$ cat config.mk
export PLATFORM = sky130hd
export DESIGN_NAME = shift_sequencer
export DESIGN_NICKNAME = d
export VERILOG_FILES = /design/src/rtl/shift_sequencer.sv
export SDC_FILE = /design/constraint.sdc
export NUM_CORES = 1
export LEC_CHECK = 0
export ABC_AREA = 0
export BUFFER_PORTS_ARGS = -buffer_cell sky130_fd_sc_hd__buf_2
export CAP_MARGIN = 20
export CORE_AREA = 2 2 93 95
export DETAILED_ROUTE_END_ITERATION = 7
export DIE_AREA = 0 0 95 97
export GPL_TIMING_DRIVEN = 0
export HOLD_SLACK_MARGIN = 0.03
export PLACE_DENSITY = 0.74
export SYNTH_ARGS = -nofsm -noshare
export SYNTH_HDL_FRONTEND = slang
export SYNTH_SLANG_ARGS = --single-unit
$ cat constraint.sdc
create_clock -name clk -period 5.45 [get_ports clk]
set_clock_uncertainty 0.15 [all_clocks]
set_input_delay 0.545 -clock clk [delete_from_list [all_inputs] [get_ports clk]]
set_output_delay 0.545 -clock clk [all_outputs]
set_load 0.03 [all_outputs]
$ cat src/rtl/shift_sequencer.sv
// Multi-cycle sequencer that drives a combinational 32-bit shifter in chunks of at most MAX_STEP bits.
// Optional feature macro: SHIFT_ROTATE_EN (op 11 = rotate right); without it op 11 is a passthrough.
module shift_sequencer #(
  parameter int MAX_STEP = 8
) (
  input  logic        clk,
  input  logic        reset_n,
  input  logic        req_valid,
  output logic        req_ready,
  input  logic [1:0]  req_op,
  input  logic [4:0]  req_shamt,
  input  logic [31:0] req_data,
  output logic        rsp_valid,
  input  logic        rsp_ready,
  output logic [31:0] rsp_data,
  output logic        busy,
  output logic [1:0]  sh_ctrl,
  output logic [4:0]  sh_shamt,
  output logic [31:0] sh_in,
  input  logic [31:0] sh_out
);

  localparam logic [4:0] STEP_MAX = 5'(MAX_STEP);

  typedef enum logic [2:0] {
    IDLE  = 3'd0,
    RUN   = 3'd1,
`ifdef SHIFT_ROTATE_EN
    ROT_A = 3'd3,
    ROT_B = 3'd4,
`endif
    DONE  = 3'd2
  } state_t;

  state_t      state_r, state_nxt_s;
  logic [1:0]  op_r, op_nxt_s;
  logic [4:0]  rem_r, rem_nxt_s;
  logic [31:0] acc_r, acc_nxt_s;
  logic [31:0] rsp_data_r, rsp_data_nxt_s;
  logic [4:0]  step_s, rem_left_s;
  logic [1:0]  sh_ctrl_s;
  logic [4:0]  sh_shamt_s;
  logic [31:0] sh_in_s;
`ifdef SHIFT_ROTATE_EN
  logic [31:0] orig_r, orig_nxt_s;
  logic [31:0] tmp_r, tmp_nxt_s;
  logic [4:0]  n_r, n_nxt_s;
`endif

  // Per-cycle chunk size and the amount left after this chunk.
  always_comb begin
    if (rem_r > STEP_MAX) begin
      step_s = STEP_MAX;
    end else begin
      step_s = rem_r;
    end
    rem_left_s = rem_r - step_s;
  end

  // Next-state, datapath updates and shifter drive.
  always_comb begin
    state_nxt_s    = state_r;
    op_nxt_s       = op_r;
    rem_nxt_s      = rem_r;
    acc_nxt_s      = acc_r;
    rsp_data_nxt_s = rsp_data_r;
    sh_ctrl_s      = 2'b00;
    sh_shamt_s     = 5'd0;
    sh_in_s        = acc_r;
`ifdef SHIFT_ROTATE_EN
    orig_nxt_s     = orig_r;
    tmp_nxt_s      = tmp_r;
    n_nxt_s        = n_r;
`endif
    case (state_r)
      IDLE: begin
        if (req_valid) begin
          op_nxt_s  = req_op;
          rem_nxt_s = req_shamt;
          acc_nxt_s = req_data;
          if (req_shamt == 5'd0) begin
            state_nxt_s    = DONE;
            rsp_data_nxt_s = req_data;
          end else if (req_op == 2'b11) begin
`ifdef SHIFT_ROTATE_EN
            state_nxt_s = ROT_A;
            orig_nxt_s  = req_data;
            n_nxt_s     = req_shamt;
`else
            state_nxt_s    = DONE;
            rsp_data_nxt_s = req_data;
`endif
          end else begin
            state_nxt_s = RUN;
          end
        end else begin
          state_nxt_s = IDLE;
        end
      end
      RUN: begin
        sh_ctrl_s  = op_r;
        sh_shamt_s = step_s;
        sh_in_s    = acc_r;
        acc_nxt_s  = sh_out;
        rem_nxt_s  = rem_left_s;
        if (rem_left_s == 5'd0) begin
          state_nxt_s    = DONE;
          rsp_data_nxt_s = sh_out;
        end else begin
          state_nxt_s = RUN;
        end
      end
`ifdef SHIFT_ROTATE_EN
      // Rotate = (x >> n) | (x << (32-n)); the right half is built first in acc.
      ROT_A: begin
        sh_ctrl_s  = 2'b01;
        sh_shamt_s = step_s;
        sh_in_s    = acc_r;
        acc_nxt_s  = sh_out;
        if (rem_left_s == 5'd0) begin
          state_nxt_s = ROT_B;
          rem_nxt_s   = 5'(6'd32 - {1'b0, n_r});
          tmp_nxt_s   = orig_r;
        end else begin
          state_nxt_s = ROT_A;
          rem_nxt_s   = rem_left_s;
        end
      end
      ROT_B: begin
        sh_ctrl_s  = 2'b00;
        sh_shamt_s = step_s;
        sh_in_s    = tmp_r;
        tmp_nxt_s  = sh_out;
        rem_nxt_s  = rem_left_s;
        if (rem_left_s == 5'd0) begin
          state_nxt_s    = DONE;
          rsp_data_nxt_s = acc_r | sh_out;
        end else begin
          state_nxt_s = ROT_B;
        end
      end
`endif
      DONE: begin
        if (rsp_ready) begin
          state_nxt_s = IDLE;
        end else begin
          state_nxt_s = DONE;
        end
      end
      default: begin
        state_nxt_s = IDLE;
      end
    endcase
  end

  // State register.
  always_ff @(posedge clk or negedge reset_n) begin
    if (!reset_n) begin
      state_r <= IDLE;
    end else begin
      state_r <= state_nxt_s;
    end
  end

  // Datapath and response registers.
  always_ff @(posedge clk or negedge reset_n) begin
    if (!reset_n) begin
      op_r       <= 2'b00;
      rem_r      <= 5'd0;
      acc_r      <= 32'd0;
      rsp_data_r <= 32'd0;
    end else begin
      op_r       <= op_nxt_s;
      rem_r      <= rem_nxt_s;
      acc_r      <= acc_nxt_s;
      rsp_data_r <= rsp_data_nxt_s;
    end
  end

`ifdef SHIFT_ROTATE_EN
  // Rotate-only registers: original operand, left-shift partial and amount.
  always_ff @(posedge clk or negedge reset_n) begin
    if (!reset_n) begin
      orig_r <= 32'd0;
      tmp_r  <= 32'd0;
      n_r    <= 5'd0;
    end else begin
      orig_r <= orig_nxt_s;
      tmp_r  <= tmp_nxt_s;
      n_r    <= n_nxt_s;
    end
  end
`endif

  assign req_ready = (state_r == IDLE);
  assign busy      = (state_r != IDLE);
  assign rsp_valid = (state_r == DONE);
  assign rsp_data  = rsp_data_r;
  assign sh_ctrl   = sh_ctrl_s;
  assign sh_shamt  = sh_shamt_s;
  assign sh_in     = sh_in_s;

endmodule

# After elaboration in Yosys (flattened, before gate mapping)
# Index checks and enable logic that the tools add are counted.
# totals
reg_bits	74
inputBits	75
output_inout_bits	74
word_cells	39
# classes
n_addsub	1
n_lt_le_gt_ge	1
eq_ne	6
mux	18
reduce_logical	8
# op_table
operator	n
32-bit two-way mux	5
32-bit case mux with 2 select lines	2
5-bit two-way mux	3
5-bit logical NOT	2
2-bit two-way mux	5
5-bit case mux with 2 select lines	1
3-bit case mux with 3 select lines	1
5-bit by 4-bit greater-than comparator with 1-bit output (second input constant)	1
5-bit subtractor	1
2-bit inequality test (second input constant)	2
2-bit AND reduction	2
4-bit AND reduction	1
3-bit by 1-bit == test with 1-bit output (second input constant)	1
3-bit by 2-bit == test with 1-bit output (second input constant)	1
3-bit logical NOT	1
3-bit two-way mux	1
3-bit by 1-bit inequality test with 1-bit output (second input constant)	1
3-bit nonzero test	1
2-bit == test (second input constant)	1
2-bit nonzero test	1

# Depth between registers and ports, before layout
# Gate-level depths: netlist of the first run.
# logic_depth
ltp_word	6
mapped_depth	9
depth_no_buf	8

# Least setup slack after synthesis of the first run
# OpenSTA, ideal clock, no wires.
# synth_path
kind	flip-flop to flip-flop
start	register rem_r[3]
end	register rsp_data_r[0], in the netlist rsp_data[0]
setup_time_ps	123
arrival_time_ps	2024
t_required_ps	5177
slack_ps	3153
path_stages_with_launch	10
n_path_buf	1
synth_period_minus_slack_ps	2297
path_cell_list	dfrtp_1 > or2_2 > nand2_1 > ha_1 > or3b_4 > a21oi_4 > o211ai_4 > nand2_8 > buf_12 > o221a_1
# synth_via
elab_chain_len	6
# synth_rtl
element	line_no	source
start, declared	37	logic [4:0] rem_r, rem_nxt_s;
start signal, assigned	174	rem_r <= rem_nxt_s;
5-bit by 4-bit greater-than comparator with 1-bit output	52	if (rem_r > STEP_MAX) begin
5-bit two-way mux	52	
5-bit subtractor (*)	57	rem_left_s = rem_r - step_s;
5-bit logical NOT (*)	106	if (rem_left_s == 5'd0) begin
2-bit inequality test (no line) (*)	-	
4-bit AND reduction (no line) (*)	-	
end signal, assigned	176	rsp_data_r <= rsp_data_nxt_s;
end, declared	39	logic [31:0] rsp_data_r, rsp_data_nxt_s;
# Mark *: on every way between the ends. The rest lies on a longest branch, timed or not.
# A chain may end at the register's enable or synchronous reset.

# Worst setup path after layout of the first run
# layout_path
start	register state_r[0]
end	output port sh_shamt[1]
# layout_via
elab_chain_len	2
# layout_rtl
element	line_no	source
start, declared	35	state_t state_r, state_nxt_s;
start signal, assigned	161	state_r <= state_nxt_s;
3-bit by 1-bit == test with 1-bit output	75	case (state_r)
5-bit two-way mux	75	
end, declared	18	output logic [4:0] sh_shamt,
# No other way between the ends.

==> results of run 1 <==
-- state kept, by name, summed over array words and instances, names as in the netlist --
| name | flops |
|---|---|
| rsp_data | 32 |
| sh_in | 32 |
| rem_r | 5 |
| op_r | 2 |
| state_r | 2 |
-- cell families (layout without fill, tap and decap cells) --
family,after synthesis,in the layout,share of synthesized area [%]
other,2,2,0.208
flip-flops,73,73,50.6
buffers and inverters,28,193,5.33
AND/OR/NAND/NOR,93,93,13.8
multiplexers,35,35,9.76
adder cells (fa/ha/maj),1,1,0.346
AO/OA/AOI/OAI,89,89,20.0
-- layout make-up --
cell class	instances	area (sq um)
Clock inverter	3	40.0
Sequential cell	73	1830
Fill cell	725	3420
Inverter	4	15.0
Timing Repair Buffer	149	776
Tap cell	105	131
Clock buffer	13	149
Buffer	24	178
Multi-Input combinational cell	220	1590
-- layout by cell type, fill, tap and decap left out, types with 2 or more instances in the layout --
| master | n |
|---|---|
| buf_12 | 3 |
| clkinv_2 | 2 |
| dfrtp_1 | 73 |
| clkbuf_8 | 10 |
| inv_1 | 2 |
| mux2_2 | 2 |
| nor2b_1 | 2 |
| conb_1 | 2 |
| nand2b_1 | 34 |
| buf_2 | 153 |
| or2_2 | 2 |
| clkbuf_1 | 12 |
| buf_4 | 3 |
| and2_1 | 2 |
| buf_6 | 3 |
| o221a_1 | 32 |
| o21ai_0 | 37 |
| o21ai_1 | 2 |
| inv_2 | 2 |
| nand2_1 | 39 |
| nor3_1 | 3 |
| a21oi_1 | 5 |
| mux2i_1 | 33 |
| nor2_1 | 3 |
-- routing by layer --
layer / routed length (um) / vias to the layer above / GRT usage, % / part of all wire [%]
li1: - / 1477 / - / -
met1: 4220 / 1514 / 28.2 / 43
met2: 4700 / 116 / 34.9 / 48
met3: 605 / 21 / 3.66 / 6.2
met4: 229 / 0 / 9.14 / 2.3
met5: 0 / - / 0 / 0
-- worst register-to-register path: cells and delay by family (launching register included) --
| family | cells | cell delay [ps] |
|---|---|---|
| and+or+nand+nor | 4 | 760 |
| AOI/OAI and AO/OA | 3 | 690 |
| DFF | 1 | 460 |
| adders and majority gates | 1 | 210 |
| buffers and inverters | 1 | 170 |
-- worst paths after layout --
kind | from | to | slack [ps] | depth (start not counted)
setup reg to reg | rem_r[3] | rsp_data[27] | 2890 | 9
hold reg to reg | sh_in[23] | sh_in[23] | 320 | 2
min in group asynchronous | reset_n | sh_in[4] | 520 | 2
max in group asynchronous | reset_n | rsp_data[21] | 4060 | 3
setup / recovery | state_r[0] | sh_shamt[1] | 2780 | 6
hold / removal | sh_in[23] | sh_in[23] | 320 | 2
-- stage by stage --
stage / cell area [sq um] / hold WS [ps]
floorplan: 3610 / 99.4
global placement: 4480 / 308
finish: 4710 / 324
detailed placement: 4510 / 316
global route: 4710 / 323
CTS: 4710 / 307
-- power groups by stage --
stage | registers [uW] | logic, uW | clock network, uW
after floorplan | 1440 | 819 | 0
after global placement | 978 | 1790 | 0
after detailed placement | 984 | 1830 | 0
after CTS | 981 | 1830 | 424
after global routing | 1020 | 1940 | 453
final | 982 | 1810 | 416
-- timing repair --
item,4_1_cts,5_1_grt
gates resized for setup,0,0
hold buffers,1,0
setup buffers,0,0
setup endpoints to repair,0,0
hold endpoints to repair,27,0
==> flow_metrics.py, run 1 <==
metrics = {
    "logic_synthesis": {
        "yosysUniqueCellTypes": 44,
        "synthTopCellsByArea": "dfrtp_1, o221a_1, mux2i_1",
        "yosysSeqAreaShare_pct": 50.6,
        "syn_area_per_cell_sq_um": 11.3,
        "yosys.area.top_type_share_pct": 50.6,
        "syn_nets": 397,
        "synth_edf_count": 0,
        "yosys.area.top_type": "dfrtp_1",
        "synth_most_common_cell": "dfrtp_1",
        "synth_common_cells": "dfrtp_1, nand2_1, o21ai_0",
        "synthFlopType": "dfrtp_1",
        "postSynth.asyncResetShare_pct": 100,
        "yosysWarnings": 0,
        "syn_area_sq_mm": 0.00361,
        "syn_inst": 321,
        "synth-seq-cells": 73,
    },
    "place": {
        "post-place-ws_ps": 2910,
        "dp_cells": 574,
        "port_buffers": 147,
        "dp_hpwl_um": 7240,
        "gp_congestion": 0.878,
    },
    "global_routing": {
        "grt_pass1_wl_um": 15700,
        "first_global_vias": 3208,
        "track_usage_pct": 21.5,
        "antenna_found_initial": 0,
        "gr-total-overflow": 0,
        "grt_max_degree": 47,
    },
    "die": {
        "die-width_um": 95,
        "initial_core_util_pct": 44.4,
        "core_area_sq_mm": 0.00813,
        "die_y_um": 97,
        "ios": 149,
        "die_area_sq_mm": 0.00922,
        "rows": 33,
    },
    "timing": {
        "maxSlewViolCount": 0,
        "rsz0062_at_grt": "false",
        "finalWorstPathRequiredPeriod_ps": 2670,
        "fmax_mhz": 374,
        "timing.final.crit_share_pct": 49.1,
        "layout_setup_ws_ps": 2780,
        "slew_headroom_pct": 60.3,
        "tightest_slew_ps": 595,
        "final_hold_viol_count": 0,
        "setup_viol_count_final": 0,
        "fin_setup_tns_ps": 0,
    },
    "worst_setup_path": {
        "worstPathRequired_ps": 4760,
        "cpMaxStageDelayCell": "dfrtp_1",
        "critPathTopFamily": "buffers and inverters",
        "critical_path.most_common_cell": "buf_2",
        "worst-path-buf-inv": 4,
        "crit_path_end_kind": "output port",
        "start_kind": "flop",
        "setup.worst_path.class": "flop to output port",
        "path_cells": "buf_2 -> nor2b_1 -> buf_4 -> buf_2 -> and3_1 -> buf_2",
        "cpPeakStageDelay_ps": 370,
        "crit_fanout": 10,
        "crit_arrival_ps": 1980,
    },
    "drt": {
        "route.detailed.wl_per_inst_um": 16.5,
        "antenna_left": 0,
        "vias": 3128,
        "drt_first_iter_violations": 63,
        "first_pass_iters": 4,
        "wirelength_um": 9760,
        "viasPerCell": 5.29,
        "drc_errors": 0,
    },
    "clock_network": {
        "root_buffer": "clkbuf_8",
        "cts_made_buffers": 9,
        "htree_levels": 3,
        "insertion_delay_ps": 330,
        "path_clk_slew_ps": 70,
        "clockBufferDepth": 2,
        "cts_sinks": 73,
        "cts_tree": "done",
    },
    "layout": {
        "finalNetCount": 557,
        "stdcell_count": 591,
        "area_growth_syn_to_layout_pct": 30.3,
        "drive_gt1_share_pct": 39.3,
        "n_antenna_cell": 0,
        "fin_util_pct": 57.9,
    },
    "power_and_ir_drop": {
        "cellPowerDensity_mw_per_mm2": 681,
        "irDropWorstVdd_v": 0.000302,
        "p_switching_uw": 1530,
        "swShare_pct": 47.8,
        "p_comb_share_pct": 56.4,
        "power_frac_clock_pct": 13.0,
        "seq_power_share_pct": 30.6,
        "p_leak_uw": 0.00217,
        "power_uw": 3210,
        "p_int_uw": 1670,
    },
    "worst_hold_path": {
        "min_path_type": "flop to flop",
    },
    "job": {
        "max_cap_violations": 0,
    },
    "run_status": {
        "status": "completed",
    },
}
Note: power is estimated with default switching activity, not from simulation.
==> run 2: changes to the inputs <==
- clock period: 5.45 -> 2.6 ns (I/O delays scaled with it)
==> flow_metrics.py, run 2 (synthesis results as in run 1) <==
metrics = {
    "worst_setup_path": {
        "crit_arrival_ps": 2480,
        "worstPathRequired_ps": 2660,
        "reg2reg_slack_ps": 190,
        "cpPeakStageDelay_ps": 460,
        "crit_fanout": 10,
        "crit_path_end_kind": "flop",
        "setup.worst_path.class": "flop to flop",
        "path_cells": "or2_4 -> nand2_1 -> ha_1 -> or3b_4 -> a21oi_4 -> o211ai_4 -> nand2_8 -> buf_12 -> o221a_1",
        "cpMaxStageDelayCell": "dfrtp_2",
        "start_kind": "flop",
    },
    "drt": {
        "drc_errors": 0,
        "vias": 3142,
        "wirelength_um": 9810,
        "drt_first_iter_violations": 63,
        "viasPerCell": 5.30,
        "antenna_left": 0,
        "route.detailed.wl_per_inst_um": 16.5,
        "first_pass_iters": 4,
    },
    "layout": {
        "drive_gt1_share_pct": 39.5,
        "final_area_sq_mm": 0.00473,
        "final_common_cell": "buf_2",
        "mostFrequentLayoutCells": "buf_2, dfrtp_1, nand2_1",
        "area_growth_syn_to_layout_pct": 31.0,
        "finalNetCount": 559,
        "fillers": 723,
        "n_antenna_cell": 0,
    },
    "power_and_ir_drop": {
        "cellPowerDensity_mw_per_mm2": 1420,
        "irDropWorstVdd_v": 0.000632,
        "p_leak_uw": 0.00217,
        "power_uw": 6730,
    },
    "timing": {
        "slew_headroom_pct": 60.5,
        "rsz0062_at_grt": "false",
        "timing.final.crit_share_pct": 92.8,
        "final_hold_viol_count": 0,
        "maxSlewViolCount": 0,
        "fmax_mhz": 414,
        "finalWorstPathRequiredPeriod_ps": 2410,
        "fin_setup_tns_ps": 0,
        "setup_viol_count_final": 0,
        "tightest_slew_ps": 591,
    },
    "clock_network": {
        "cts_tree": "done",
        "insertion_delay_ps": 330,
        "cts_sinks": 73,
        "cts_setup_buffers": 0,
        "root_buffer": "clkbuf_8",
        "clockBufferDepth": 2,
        "htree_levels": 3,
        "path_clk_slew_ps": 80,
        "cts_made_buffers": 9,
    },
    "die": {
        "ios": 149,
        "die-width_um": 95,
        "rows": 33,
        "die_area_sq_mm": 0.00922,
        "initial_core_util_pct": 44.4,
        "die_y_um": 97,
        "core_area_sq_mm": 0.00813,
    },
    "global_routing": {
        "gr-total-overflow": 0,
        "track_usage_pct": 21.6,
        "grt_pass1_wl_um": 15700,
        "antenna_found_initial": 0,
        "first_global_vias": 3204,
        "grt_max_degree": 47,
    },
    "run_status": {
        "status": "completed",
    },
    "place": {
        "placed_cell_area_sq_mm": 0.00451,
        "port_buffers": 147,
        "dp_hpwl_um": 7240,
        "gp_congestion": 0.878,
    },
    "worst_hold_path": {
        "min_path_type": "primary input to flop",
    },
    "job": {
        "max_cap_violations": 0,
    },
}
-- run 2: cell count changes in the layout (fill, tap and decap cells not counted) --
| cell | before | now |
|---|---|---|
| dfrtp_2 | 0 | 2 |
| or2_2 | 2 | 1 |
| dfrtp_1 | 73 | 71 |
| or2_4 | 0 | 1 |
| dlygate4sd3_1 | 1 | 3 |
-- run 2: area by class of cell --
| class | count | area [sq um] | share of cell area (%) |
|---|---|---|---|
| clock inverters | 3 | 40.0 | 0.846 |
| well taps | 105 | 131 | 2.77 |
| multi-input cells | 220 | 1600 | 33.7 |
| clock buffers | 13 | 149 | 3.14 |
| flip-flops and latches | 73 | 1830 | 38.6 |
| plain buffers | 24 | 178 | 3.75 |
| inverters | 4 | 15.0 | 0.317 |
| repair buffers | 151 | 796 | 16.8 |
-- run 2: what timing repair did --
action | CTS | global route
resized for setup | 0 | 3
hold endpoints to repair | 29 | 0
hold buffers | 3 | 0
endpoints found under the setup margin | 0 | 30
-- run 2: worst paths after layout --
kind,start,endpoint,cells past startpoint
max,rem_r[3],rsp_data[27],9
min,sh_out[3],rsp_data[3],2
max reg2reg,rem_r[3],rsp_data[27],9
min reg2reg,sh_in[23],sh_in[23],2
max in group asynchronous,reset_n,rsp_data[21],3
min in group asynchronous,reset_n,sh_in[4],2
-- run 2: through the flow --
stage | setup slack (ps) | hold slack, ps | instances | utilization [%]
global route | 81.3 | 57.1 | 593 | 58.2
floorplan | 303 | -186 | 321 | -
detailed placement | 64.5 | 60.3 | 574 | 55.5
finish | 187 | 63.0 | 593 | 58.2
global placement | 96.5 | 308 | 573 | 55.1
CTS | 42.9 | 47.3 | 593 | 58.1
-- run 2: where the power goes --
group          leakage [uW]  total [uW]  switching, uW  internal [uW]
Clock             0.0000974         869            400            469
Combinational       0.00123        3790           2460           1330
Sequential         0.000847        2060            346           1720
Total               0.00217        6730           3210           3520
-- run 2: layer usage --
| metal | global-route usage (%) | vias to the layer above | wire length [um] |
|---|---|---|---|
| met2 | 35.1 | 116 | 4730 |
| li1 | - | 1483 | - |
| met1 | 28.3 | 1521 | 4240 |
| met4 | 9.03 | 0 | 236 |
| met5 | 0 | - | 0 |
| met3 | 3.74 | 22 | 608 |
-- run 2: critical path: cells and delay by family (launching register included) --
family	cells	cell delay (ps)
AO/OA/AOI/OAI	3	660
AND/OR/NAND/NOR	4	640
buffers and inverters	1	170
adder cells (fa/ha/maj)	1	200
flip-flops	1	460
